==> src/rtl/pipe_stage_reg_pkg.sv <==
// +----------------------------------------------------------------------+
// | pipe_pkg : shared types and helpers for the pipeline stage register  |
// | Revision : 1.0                                                       |
// +----------------------------------------------------------------------+
`default_nettype none

package pipe_pkg;

  localparam logic [31:0] PC_RESET_DEFAULT = 32'h0000_3000;
  localparam int          TNEW_W_DEFAULT   = 3;

  typedef logic [4:0]                regaddr_t;
  typedef logic [TNEW_W_DEFAULT-1:0] tnew_t;

  // Saturating decrement: a producer already ready (0) stays ready.
  function automatic logic [31:0] tnew_sat_dec(input logic [31:0] t);
    return (t == 32'd0) ? 32'd0 : t - 32'd1;
  endfunction

endpackage

`default_nettype wire

==> src/rtl/pipe_skid_slot.sv <==
// +----------------------------------------------------------------------+
// | pipe_skid_slot : one stored instruction {pc,data,ctrl,wr,rw,tnew,v}  |
// | Revision : 1.0                                                       |
// +----------------------------------------------------------------------+
`default_nettype none

module pipe_skid_slot
  import pipe_pkg::*;
#(
  parameter int          DATA_W   = 64,
  parameter int          CTRL_W   = 16,
  parameter int          TNEW_W   = 3,
  parameter logic [31:0] PC_RESET = PC_RESET_DEFAULT
) (
  input  logic              clk,
  input  logic              reset,
  input  logic              clear,
  input  logic              load,
  input  logic              drain,
  input  logic [31:0]       in_pc,
  input  logic [DATA_W-1:0] in_data,
  input  logic [CTRL_W-1:0] in_ctrl,
  input  regaddr_t          in_wr,
  input  logic              in_regwrite,
  input  logic [TNEW_W-1:0] in_tnew,
  output logic              out_valid,
  output logic [31:0]       out_pc,
  output logic [DATA_W-1:0] out_data,
  output logic [CTRL_W-1:0] out_ctrl,
  output regaddr_t          out_wr,
  output logic              out_regwrite,
  output logic [TNEW_W-1:0] out_tnew
);

  logic              r_valid;
  logic [31:0]       r_pc;
  logic [DATA_W-1:0] r_data;
  logic [CTRL_W-1:0] r_ctrl;
  regaddr_t          r_wr;
  logic              r_regwrite;
  logic [TNEW_W-1:0] r_tnew;

  // Clear keeps the PC so a bubble still reports where it sits in the stream.
  always_ff @(posedge clk) begin
    if (reset) begin
      r_valid    <= 1'b0;
      r_pc       <= PC_RESET;
      r_data     <= '0;
      r_ctrl     <= '0;
      r_wr       <= '0;
      r_regwrite <= 1'b0;
      r_tnew     <= '0;
    end else if (clear) begin
      r_valid    <= 1'b0;
      r_data     <= '0;
      r_ctrl     <= '0;
      r_wr       <= '0;
      r_regwrite <= 1'b0;
      r_tnew     <= '0;
    end else if (load) begin
      r_valid    <= 1'b1;
      r_pc       <= in_pc;
      r_data     <= in_data;
      r_ctrl     <= in_ctrl;
      r_wr       <= in_wr;
      r_regwrite <= in_regwrite;
      r_tnew     <= in_tnew;
    end else if (drain) begin
      r_valid    <= 1'b0;
    end
  end

  assign out_valid    = r_valid;
  assign out_pc       = r_pc;
  assign out_data     = r_data;
  assign out_ctrl     = r_ctrl;
  assign out_wr       = r_wr;
  assign out_regwrite = r_regwrite;
  assign out_tnew     = r_tnew;

endmodule

`default_nettype wire

==> src/rtl/pipe_stage_reg.sv <==
// +----------------------------------------------------------------------+
// | pipe_stage_reg : valid/ready inter-stage register with Tnew aging.   |
// | Define PIPE_SKID_EN for a 2-entry skid (no out_ready->in_ready path).|
// | Revision : 1.0                                                       |
// +----------------------------------------------------------------------+
`default_nettype none

module pipe_stage_reg
  import pipe_pkg::*;
#(
  parameter int          DATA_W   = 64,
  parameter int          CTRL_W   = 16,
  parameter int          TNEW_W   = 3,
  parameter logic [31:0] PC_RESET = PC_RESET_DEFAULT
) (
  input  logic              clk,
  input  logic              reset,
  input  logic              stall,
  input  logic              flush,
  input  logic              in_valid,
  output logic              in_ready,
  input  logic [31:0]       in_pc,
  input  logic [DATA_W-1:0] in_data,
  input  logic [CTRL_W-1:0] in_ctrl,
  input  regaddr_t          in_wr,
  input  logic              in_regwrite,
  input  logic [TNEW_W-1:0] in_tnew,
  output logic              out_valid,
  input  logic              out_ready,
  output logic [31:0]       out_pc,
  output logic [DATA_W-1:0] out_data,
  output logic [CTRL_W-1:0] out_ctrl,
  output regaddr_t          out_wr,
  output logic              out_regwrite,
  output logic [TNEW_W-1:0] out_tnew
);

  logic              w_accept;
  logic              w_new_rw;
  logic [TNEW_W-1:0] w_new_tnew;

  logic              w_main_valid;
  logic              w_main_rw;
  logic              w_main_load;
  logic              w_main_drain;
  logic [31:0]       w_m_pc;
  logic [DATA_W-1:0] w_m_data;
  logic [CTRL_W-1:0] w_m_ctrl;
  regaddr_t          w_m_wr;
  logic              w_m_rw;
  logic [TNEW_W-1:0] w_m_tnew;

  // Writes to $0 are dropped here so hazard logic never forwards them.
  assign w_new_rw   = in_regwrite & (in_wr != '0);
  assign w_new_tnew = TNEW_W'(tnew_sat_dec(32'(in_tnew)));
  assign w_accept   = in_valid & in_ready;

`ifdef PIPE_SKID_EN
  logic              w_take;
  logic              w_skid_valid;
  logic              w_skid_load;
  logic              w_skid_drain;
  logic [31:0]       w_s_pc;
  logic [DATA_W-1:0] w_s_data;
  logic [CTRL_W-1:0] w_s_ctrl;
  regaddr_t          w_s_wr;
  logic              w_s_rw;
  logic [TNEW_W-1:0] w_s_tnew;

  assign in_ready     = ~reset & ~stall & ~w_skid_valid;
  assign w_take       = ~stall & w_main_valid & out_ready;
  // Skid entry is always older than the input, so it refills main first.
  assign w_main_load  = ~stall & (~w_main_valid | w_take) & (w_skid_valid | w_accept);
  assign w_main_drain = w_take & ~w_main_load;
  assign w_skid_load  = w_accept & w_main_valid & ~out_ready;
  assign w_skid_drain = w_take & w_skid_valid;

  assign w_m_pc   = w_skid_valid ? w_s_pc   : in_pc;
  assign w_m_data = w_skid_valid ? w_s_data : in_data;
  assign w_m_ctrl = w_skid_valid ? w_s_ctrl : in_ctrl;
  assign w_m_wr   = w_skid_valid ? w_s_wr   : in_wr;
  assign w_m_rw   = w_skid_valid ? w_s_rw   : w_new_rw;
  assign w_m_tnew = w_skid_valid ? w_s_tnew : w_new_tnew;

  pipe_skid_slot #(
    .DATA_W(DATA_W), .CTRL_W(CTRL_W), .TNEW_W(TNEW_W), .PC_RESET(PC_RESET)
  ) u_skid (
    .clk(clk), .reset(reset), .clear(flush), .load(w_skid_load), .drain(w_skid_drain),
    .in_pc(in_pc), .in_data(in_data), .in_ctrl(in_ctrl), .in_wr(in_wr),
    .in_regwrite(w_new_rw), .in_tnew(w_new_tnew),
    .out_valid(w_skid_valid), .out_pc(w_s_pc), .out_data(w_s_data), .out_ctrl(w_s_ctrl),
    .out_wr(w_s_wr), .out_regwrite(w_s_rw), .out_tnew(w_s_tnew)
  );
`else
  assign in_ready     = ~reset & ~stall & (~w_main_valid | out_ready);
  assign w_main_load  = w_accept;
  assign w_main_drain = ~stall & w_main_valid & out_ready & ~w_accept;

  assign w_m_pc   = in_pc;
  assign w_m_data = in_data;
  assign w_m_ctrl = in_ctrl;
  assign w_m_wr   = in_wr;
  assign w_m_rw   = w_new_rw;
  assign w_m_tnew = w_new_tnew;
`endif

  pipe_skid_slot #(
    .DATA_W(DATA_W), .CTRL_W(CTRL_W), .TNEW_W(TNEW_W), .PC_RESET(PC_RESET)
  ) u_main (
    .clk(clk), .reset(reset), .clear(flush), .load(w_main_load), .drain(w_main_drain),
    .in_pc(w_m_pc), .in_data(w_m_data), .in_ctrl(w_m_ctrl), .in_wr(w_m_wr),
    .in_regwrite(w_m_rw), .in_tnew(w_m_tnew),
    .out_valid(w_main_valid), .out_pc(out_pc), .out_data(out_data), .out_ctrl(out_ctrl),
    .out_wr(out_wr), .out_regwrite(w_main_rw), .out_tnew(out_tnew)
  );

  assign out_valid    = w_main_valid;
  assign out_regwrite = w_main_rw & w_main_valid;

endmodule

`default_nettype wire

==> config.mk <==
export PLATFORM = sky130hd
export DESIGN_NAME = pipe_stage_reg
export DESIGN_NICKNAME = d
export VERILOG_FILES = /design/src/rtl/pipe_stage_reg_pkg.sv /design/src/rtl/pipe_skid_slot.sv /design/src/rtl/pipe_stage_reg.sv
export SDC_FILE = /design/constraint.sdc
export NUM_CORES = 1
export LEC_CHECK = 0
export CORE_MARGIN = 2
export CORE_UTILIZATION = 43
export DETAILED_ROUTE_END_ITERATION = 16
export PLACE_DENSITY = 0.86
export RECOVER_POWER = 100
export SYNTH_ARGS = -nofsm -noshare
export SYNTH_HDL_FRONTEND = slang
export SYNTH_SLANG_ARGS = --single-unit
==> constraint.sdc <==
create_clock -name clk -period 2.3 [get_ports clk]
set_input_delay 0.46 -clock clk [delete_from_list [all_inputs] [get_ports clk]]
set_output_delay 0.46 -clock clk [all_outputs]
set_load 0.02 [all_outputs]
# Yosys cells after proc, flatten, opt, wreduce, memory -nomap -nowiden
# Index checks and enable logic that the tools add are counted.
[word_totals]
register_bits = 122
inputBits = 127
output_inout_bits = 123
word_cells = 30
[classes]
add_sub_neg = 1
muxes = 3
n_bitwise = 14
reduce_logical = 5
[ops]
columns = ["cell", "n"]
rows = [
  ["AND 1 bit", 8],
  ["NOT 1 bit", 5],
  ["nonzero test 5 bit", 1],
  ["logical NOT 3 bit", 1],
  ["two-way mux 3 bit", 1],
  ["subtractor 3 x 1 -> 3 bit, second input constant", 1],
  ["two-way mux 1 bit", 2],
  ["AND reduction 2 bit", 1],
  ["nonzero test 2 bit", 1],
  ["OR reduction 2 bit", 1],
  ["OR 1 bit", 1],
]

# Longest topological paths before layout
[logic_depth]
depth_word = 8
ltp_mapped = 6
depth_no_buf = 5

# Hierarchy
# A second synthesis with hierarchy kept.
[unflattened]
cells_unflattened = 455
hier_area_um2 = 4858.4
[by_module_without_submodules]
columns = ["module", "n_inst", "cells_per_inst", "area_per_inst_um2", "seq_area_each_um2"]
rows = [
  ["pipe_skid_slot", 1, 437, 4749.6, 2442.3],
  ["pipe_stage_reg", 1, 18, 108.9, 0.0],
]

# Least setup slack after synthesis
# No wires, ideal clock.
[synth_timing]
path_kind = "flip-flop to output port"
start = "register u_main.r_valid, in the netlist u_main.out_valid"
end = "output port in_ready"
arrival_ns = 1.382
t_required_ns = 1.840
setup_slack_ns = 0.458
stages_incl_launch_ff = 5
path_buffers = 2
path_cell_list = "dfxtp_1 nor2b_1 clkbuf_1 clkbuf_1 nor2_1"
[synth_between]
elab_chain_cells = 3
[synth_rtl]
columns = ["element", "line_no", "source"]
rows = [
  ["start, declared", "pipe_skid_slot.sv:35", "logic r_valid;"],
  ["start signal, assigned", "pipe_skid_slot.sv:46", "r_valid <= 1'b0;"],
  ["start signal, assigned", "pipe_skid_slot.sv:54", "r_valid <= 1'b0;"],
  ["start signal, assigned", "pipe_skid_slot.sv:61", "r_valid <= 1'b1;"],
  ["NOT 1 bit", "pipe_stage_reg.sv:95", "assign in_ready = ~reset & ~stall & (~w_main_valid | out_ready);"],
  ["OR 1 bit", "pipe_stage_reg.sv:95", ""],
  ["AND 1 bit", "pipe_stage_reg.sv:95", ""],
  ["end, declared", "pipe_stage_reg.sv:21", "output logic in_ready,"],
]
# No other way between the ends.

# Worst setup path in the final report
[layout_timing]
start = "register u_main.r_valid, in the netlist u_main.out_valid"
end = "output port out_regwrite"
[layout_between]
elab_chain_cells = 1
[layout_rtl]
columns = ["element", "line_no", "source"]
rows = [
  ["AND 1 bit", "pipe_stage_reg.sv:118", "assign out_regwrite = w_main_rw & w_main_valid;"],
  ["end, declared", "pipe_stage_reg.sv:34", "output logic out_regwrite,"],
]
# No other way between the ends.

==> flow_summary.html <==
<table>
<tr><th>Metric</th><th>Value</th></tr>
<tr><th colspan="2">Synth</th></tr>
<tr><td>Mapped cell area</td><td>0.00492 mm2</td></tr>
<tr><td>Fraction of registers with async set or reset after synthesis</td><td>0%</td></tr>
<tr><td>Number of flops mapped to enable cells by yosys</td><td>0</td></tr>
<tr><td>Cell count after synthesis</td><td>553</td></tr>
<tr><td>Cell with the most instances after synthesis</td><td>sky130_fd_sc_hd__nand2_1</td></tr>
<tr><td>Synth top area share</td><td>49.7%</td></tr>
<tr><td>Portion of the post-synthesis area used by sequential elements</td><td>49.7%</td></tr>
<tr><td>Most used standard cells in the synthesized netlist</td><td>173 x sky130_fd_sc_hd__nand2_1, 122 x sky130_fd_sc_hd__dfxtp_1, 86 x sky130_fd_sc_hd__mux2i_1, 35 x sky130_fd_sc_hd__clkbuf_1, 35 x sky130_fd_sc_hd__inv_1</td></tr>
<tr><td>Post-synthesis average cell area</td><td>8.89 um2</td></tr>
<tr><td>Most common flop cell mapped by yosys</td><td>sky130_fd_sc_hd__dfxtp_1</td></tr>
<tr><td>Synthesis warning total</td><td>0</td></tr>
<tr><td>Synthesized netlist net count</td><td>682</td></tr>
<tr><td>Top cell type by total area after synthesis</td><td>sky130_fd_sc_hd__dfxtp_1</td></tr>
<tr><td>#FFs+latches synth</td><td>122</td></tr>
<tr><td>Netlist cell types</td><td>24</td></tr>
<tr><td>Largest cells by area after synthesis</td><td>sky130_fd_sc_hd__dfxtp_1 50%, sky130_fd_sc_hd__mux2i_1 18%, sky130_fd_sc_hd__nand2_1 13%</td></tr>
<tr><th colspan="2">Placement</th></tr>
<tr><td># port buffers</td><td>249</td></tr>
<tr><td>Global placer's final weighted congestion</td><td>0.821</td></tr>
<tr><td>HPWL after detailed placement</td><td>10400 um</td></tr>
<tr><td>Placed inst area</td><td>0.00761 mm2</td></tr>
<tr><td>Cell count after placement</td><td>917</td></tr>
<tr><th colspan="2">STA</th></tr>
<tr><td>Maximum clock rate</td><td>480 MHz</td></tr>
<tr><td>Final critical path time including I/O delays and setup</td><td>2.09 ns</td></tr>
<tr><td>Remaining max-slew budget at the tightest pin</td><td>49.1%</td></tr>
<tr><td>Final hold viol count</td><td>0</td></tr>
<tr><td>Share of the clock period used by the worst path</td><td>90.7%</td></tr>
<tr><td>Hold Slack</td><td>0.450 ns</td></tr>
<tr><td>Least-Margin Pin Slew</td><td>0.762 ns</td></tr>
<tr><td>Unrepaired setup endpoints after global routing</td><td>no</td></tr>
<tr><td>Setup-failing EPs final</td><td>0</td></tr>
<tr><td>Clock skew after layout</td><td>0.00462 ns</td></tr>
<tr><td>Max-slew violation count</td><td>0</td></tr>
<tr><th colspan="2">Cells and area</th></tr>
<tr><td>Final nets</td><td>922</td></tr>
<tr><td>Final non-filler cell total</td><td>948</td></tr>
<tr><td>Layout cell share with drive strength beyond 1</td><td>6.09%</td></tr>
<tr><td>Area overhead of the layout relative to synthesis</td><td>66.8%</td></tr>
<tr><td>Fin area</td><td>0.00820 mm2</td></tr>
<tr><td>Number of antenna cells inserted</td><td>0</td></tr>
<tr><td>Utilization after layout</td><td>72.7%</td></tr>
<tr><th colspan="2">Clock network</th></tr>
<tr><td>Hold_buf cts</td><td>0</td></tr>
<tr><td>CTS clk-pin slew, worst paths</td><td>0.06 ns</td></tr>
<tr><td>CTS tree</td><td>yes</td></tr>
<tr><td>Clk sink count</td><td>122</td></tr>
<tr><td>Clock Root Buffer</td><td>sky130_fd_sc_hd__clkbuf_16</td></tr>
<tr><td>Total CTS buffers</td><td>17</td></tr>
<tr><td>Level count of the clock H-tree</td><td>4</td></tr>
<tr><td>Number of buffers on the longest clock path</td><td>2</td></tr>
<tr><td>Clock network latency to the later pin of the worst-skew pair</td><td>0.40 ns</td></tr>
<tr><th colspan="2">Setup path</th></tr>
<tr><td>Worst setup path class</td><td>reg2out</td></tr>
<tr><td>Maximum single-stage delay on the critical path</td><td>0.70 ns</td></tr>
<tr><td>Worst Path Max Fanout</td><td>4</td></tr>
<tr><td>Critical Path Slowest Stage Cell</td><td>sky130_fd_sc_hd__dlygate4sd3_1</td></tr>
<tr><td>Required @ worst endpoint</td><td>1.84 ns</td></tr>
<tr><td>Worst Path Arrival</td><td>1.63 ns</td></tr>
<tr><td>Capturing element type of the critical path</td><td>output port</td></tr>
<tr><td>Startpoint Class</td><td>register</td></tr>
<tr><td>Sequence of cells on the critical path</td><td>and2_1, dlygate4sd3_1</td></tr>
<tr><th colspan="2">Floorplan</th></tr>
<tr><td>Die H</td><td>111 um</td></tr>
<tr><td>Number of top-level pins</td><td>250</td></tr>
<tr><td>Core footprint</td><td>0.0113 mm2</td></tr>
<tr><td>Site row count</td><td>39</td></tr>
<tr><td>DIE AREA</td><td>0.0123 mm2</td></tr>
<tr><td>X dimension of the die</td><td>111 um</td></tr>
<tr><td>Effective utilization at floorplan</td><td>43.6%</td></tr>
<tr><th colspan="2">Power</th></tr>
<tr><td>Switching power total</td><td>0.00122 W</td></tr>
<tr><td>Logic gate share of total power</td><td>10.7%</td></tr>
<tr><td>Largest voltage drop on the vdd net</td><td>450 uV</td></tr>
<tr><td>P per Cell Area</td><td>666 mW/mm2</td></tr>
<tr><td>Clk pwr share</td><td>49.4%</td></tr>
<tr><td>Total power of the final layout</td><td>0.00546 W</td></tr>
<tr><td>Static power due to leakage</td><td>3.40 nW</td></tr>
<tr><td>Internal power component</td><td>0.00424 W</td></tr>
<tr><td>Power share of the sequential group</td><td>39.9%</td></tr>
<tr><td>Sw Share</td><td>22.4%</td></tr>
<tr><th colspan="2">Routing</th></tr>
<tr><td>Via count of the routed design</td><td>4771</td></tr>
<tr><td>Routed length per placed instance</td><td>15.3 um</td></tr>
<tr><td>First DRT Iteration DRCs</td><td>282</td></tr>
<tr><td>Number of nets with antenna violations after routing</td><td>0</td></tr>
<tr><td>Number of detailed-route iterations in the first pass</td><td>6</td></tr>
<tr><td>Final wirelength</td><td>14500 um</td></tr>
<tr><td>Remaining DRCs</td><td>0</td></tr>
<tr><td>Via density per instance</td><td>5.03</td></tr>
<tr><th colspan="2">Job</th></tr>
<tr><td>Total of max-cap violations</td><td>0</td></tr>
<tr><th colspan="2">Global route</th></tr>
<tr><td>Number of antenna violations at the first check in global routing</td><td>0</td></tr>
<tr><td>Wire length of the first global-routing pass</td><td>24000 um</td></tr>
<tr><td>Total gr overflow</td><td>0</td></tr>
<tr><td>Largest net degree at the start of global routing</td><td>49</td></tr>
<tr><td>Gr usage total</td><td>24.0%</td></tr>
<tr><td>Via count of the first global-routing pass</td><td>4889</td></tr>
<tr><th colspan="2">Hold path</th></tr>
<tr><td>Kind of path behind the tightest hold check</td><td>reg2reg</td></tr>
<tr><th colspan="2">Outcome</th></tr>
<tr><td>Status</td><td>completed</td></tr>
</table>
[worst paths after layout]
kind | start | endpoint | slack [ns] | depth (start not counted)
worst max-delay path | u_main.out_valid$_SDFFE_PP0P_ | out_regwrite | 0.21 | 2
worst min-delay path | u_main.out_data[43]$_SDFFE_PP0P_ | u_main.out_data[43]$_SDFFE_PP0P_ | 0.45 | 2
worst min register to register | u_main.out_data[43]$_SDFFE_PP0P_ | u_main.out_data[43]$_SDFFE_PP0P_ | 0.45 | 2
worst max register to register | u_main.out_valid$_SDFFE_PP0P_ | u_main.out_data[19]$_SDFFE_PP0P_ | 0.52 | 6
[what timing repair did]
item / CTS / global route
setup endpoints to repair: 1 / 0
resized for setup: 1 / 0
setup buffers: 0 / 0
[sequential cells by signal, indices dropped and copies added, names as in the netlist]
register and cells:
u_main.out_ctrl 16, u_main.out_regwrite 1, u_main.out_data 64, u_main.out_tnew 3, u_main.out_valid 1, u_main.out_pc 32, u_main.out_wr 5
[layout make-up]
| class | count | area [um2] |
|---|---|---|
| fill | 813 | 3070 |
| tap | 143 | 179 |
| timing repair buffer | 266 | 2690 |
| clock inverter | 11 | 146 |
| sequential | 122 | 2440 |
| inverter | 35 | 131 |
| clock buffer | 20 | 457 |
| multi-input combinational | 351 | 2150 |
[kinds of logic (layout without fill, tap and decap cells)]
logic type / count (synthesis) / after routing / synth area share [%]
buffers and inverters: 80 / 332 / 6.92
AND/OR/NAND/NOR: 192 / 192 / 15.6
adder cells (fa/ha/maj): 2 / 2 / 0.509
AO/OA/AOI/OAI: 71 / 71 / 9.82
flip-flops: 122 / 122 / 49.7
multiplexers: 86 / 86 / 17.5
[stage by stage]
| stage | TNS, ns | setup WS [ns] |
|---|---|---|
| floorplan | 0 | 0.458 |
| detailed placement | -0.0276 | -0.0276 |
| CTS | 0 | 0.235 |
| finish | 0 | 0.215 |
| global placement | -0.0285 | -0.0285 |
| global route | 0 | 0.112 |
[power groups by stage]
stage	Clock, W	Combinational (W)	Sequential, W
after global placement	0	0.000588	0.00222
after global routing	0.00283	0.000629	0.00218
after detailed placement	0	0.000600	0.00222
after floorplan	0	0.000183	0.00227
after CTS	0.00274	0.000605	0.00218
final	0.00269	0.000586	0.00218
[worst max-delay path, delay by kind of cell (launching register included)]
kind | cells | cell delay [ns]
flops | 1 | 0.39
simple gates | 1 | 0.15
buf+inv | 1 | 0.70
[per-layer routing]
layer	GRT usage (%)	routed length [um]	up-vias
met2	39.8	7100	226
met5	0	0	-
met3	9.46	1440	33
met1	26.9	5520	2188
li1	-	-	2324
met4	11.5	416	0
[placed cells by master (no fill, tap or decap)]
cell type                         instances
sky130_fd_sc_hd__nand2_1                173
sky130_fd_sc_hd__clkdlybuf4s50_1        126
sky130_fd_sc_hd__dlygate4sd3_1          122
sky130_fd_sc_hd__dfxtp_1                122
sky130_fd_sc_hd__mux2i_1                 86
sky130_fd_sc_hd__inv_1                   35
sky130_fd_sc_hd__o311ai_0                33
sky130_fd_sc_hd__o21ai_0                 33
sky130_fd_sc_hd__clkbuf_16               17
sky130_fd_sc_hd__buf_12                   7
sky130_fd_sc_hd__buf_4                    6
sky130_fd_sc_hd__nor2_1                   5
sky130_fd_sc_hd__clkinvlp_4               5
sky130_fd_sc_hd__a21oi_1                  4
sky130_fd_sc_hd__clkbuf_1                 4
sky130_fd_sc_hd__bufinv_16                3
sky130_fd_sc_hd__and2_1                   2
sky130_fd_sc_hd__nor4_1                   2
sky130_fd_sc_hd__or4_1                    2
sky130_fd_sc_hd__ha_1                     2
sky130_fd_sc_hd__clkinv_2                 2
sky130_fd_sc_hd__clkbuf_8                 2
sky130_fd_sc_hd__or2_0                    1
sky130_fd_sc_hd__nor2b_2                  1
sky130_fd_sc_hd__nor2_4                   1
sky130_fd_sc_hd__nor3_4                   1
sky130_fd_sc_hd__nand2b_1                 1
sky130_fd_sc_hd__or3_4                    1
sky130_fd_sc_hd__or2_2                    1
sky130_fd_sc_hd__or3_1                    1
sky130_fd_sc_hd__o41ai_1                  1
sky130_fd_sc_hd__clkinv_4                 1
sky130_fd_sc_hd__dlygate4sd2_1            1
sky130_fd_sc_hd__clkbuf_2                 1
Power figures use the tool's default switching activity.
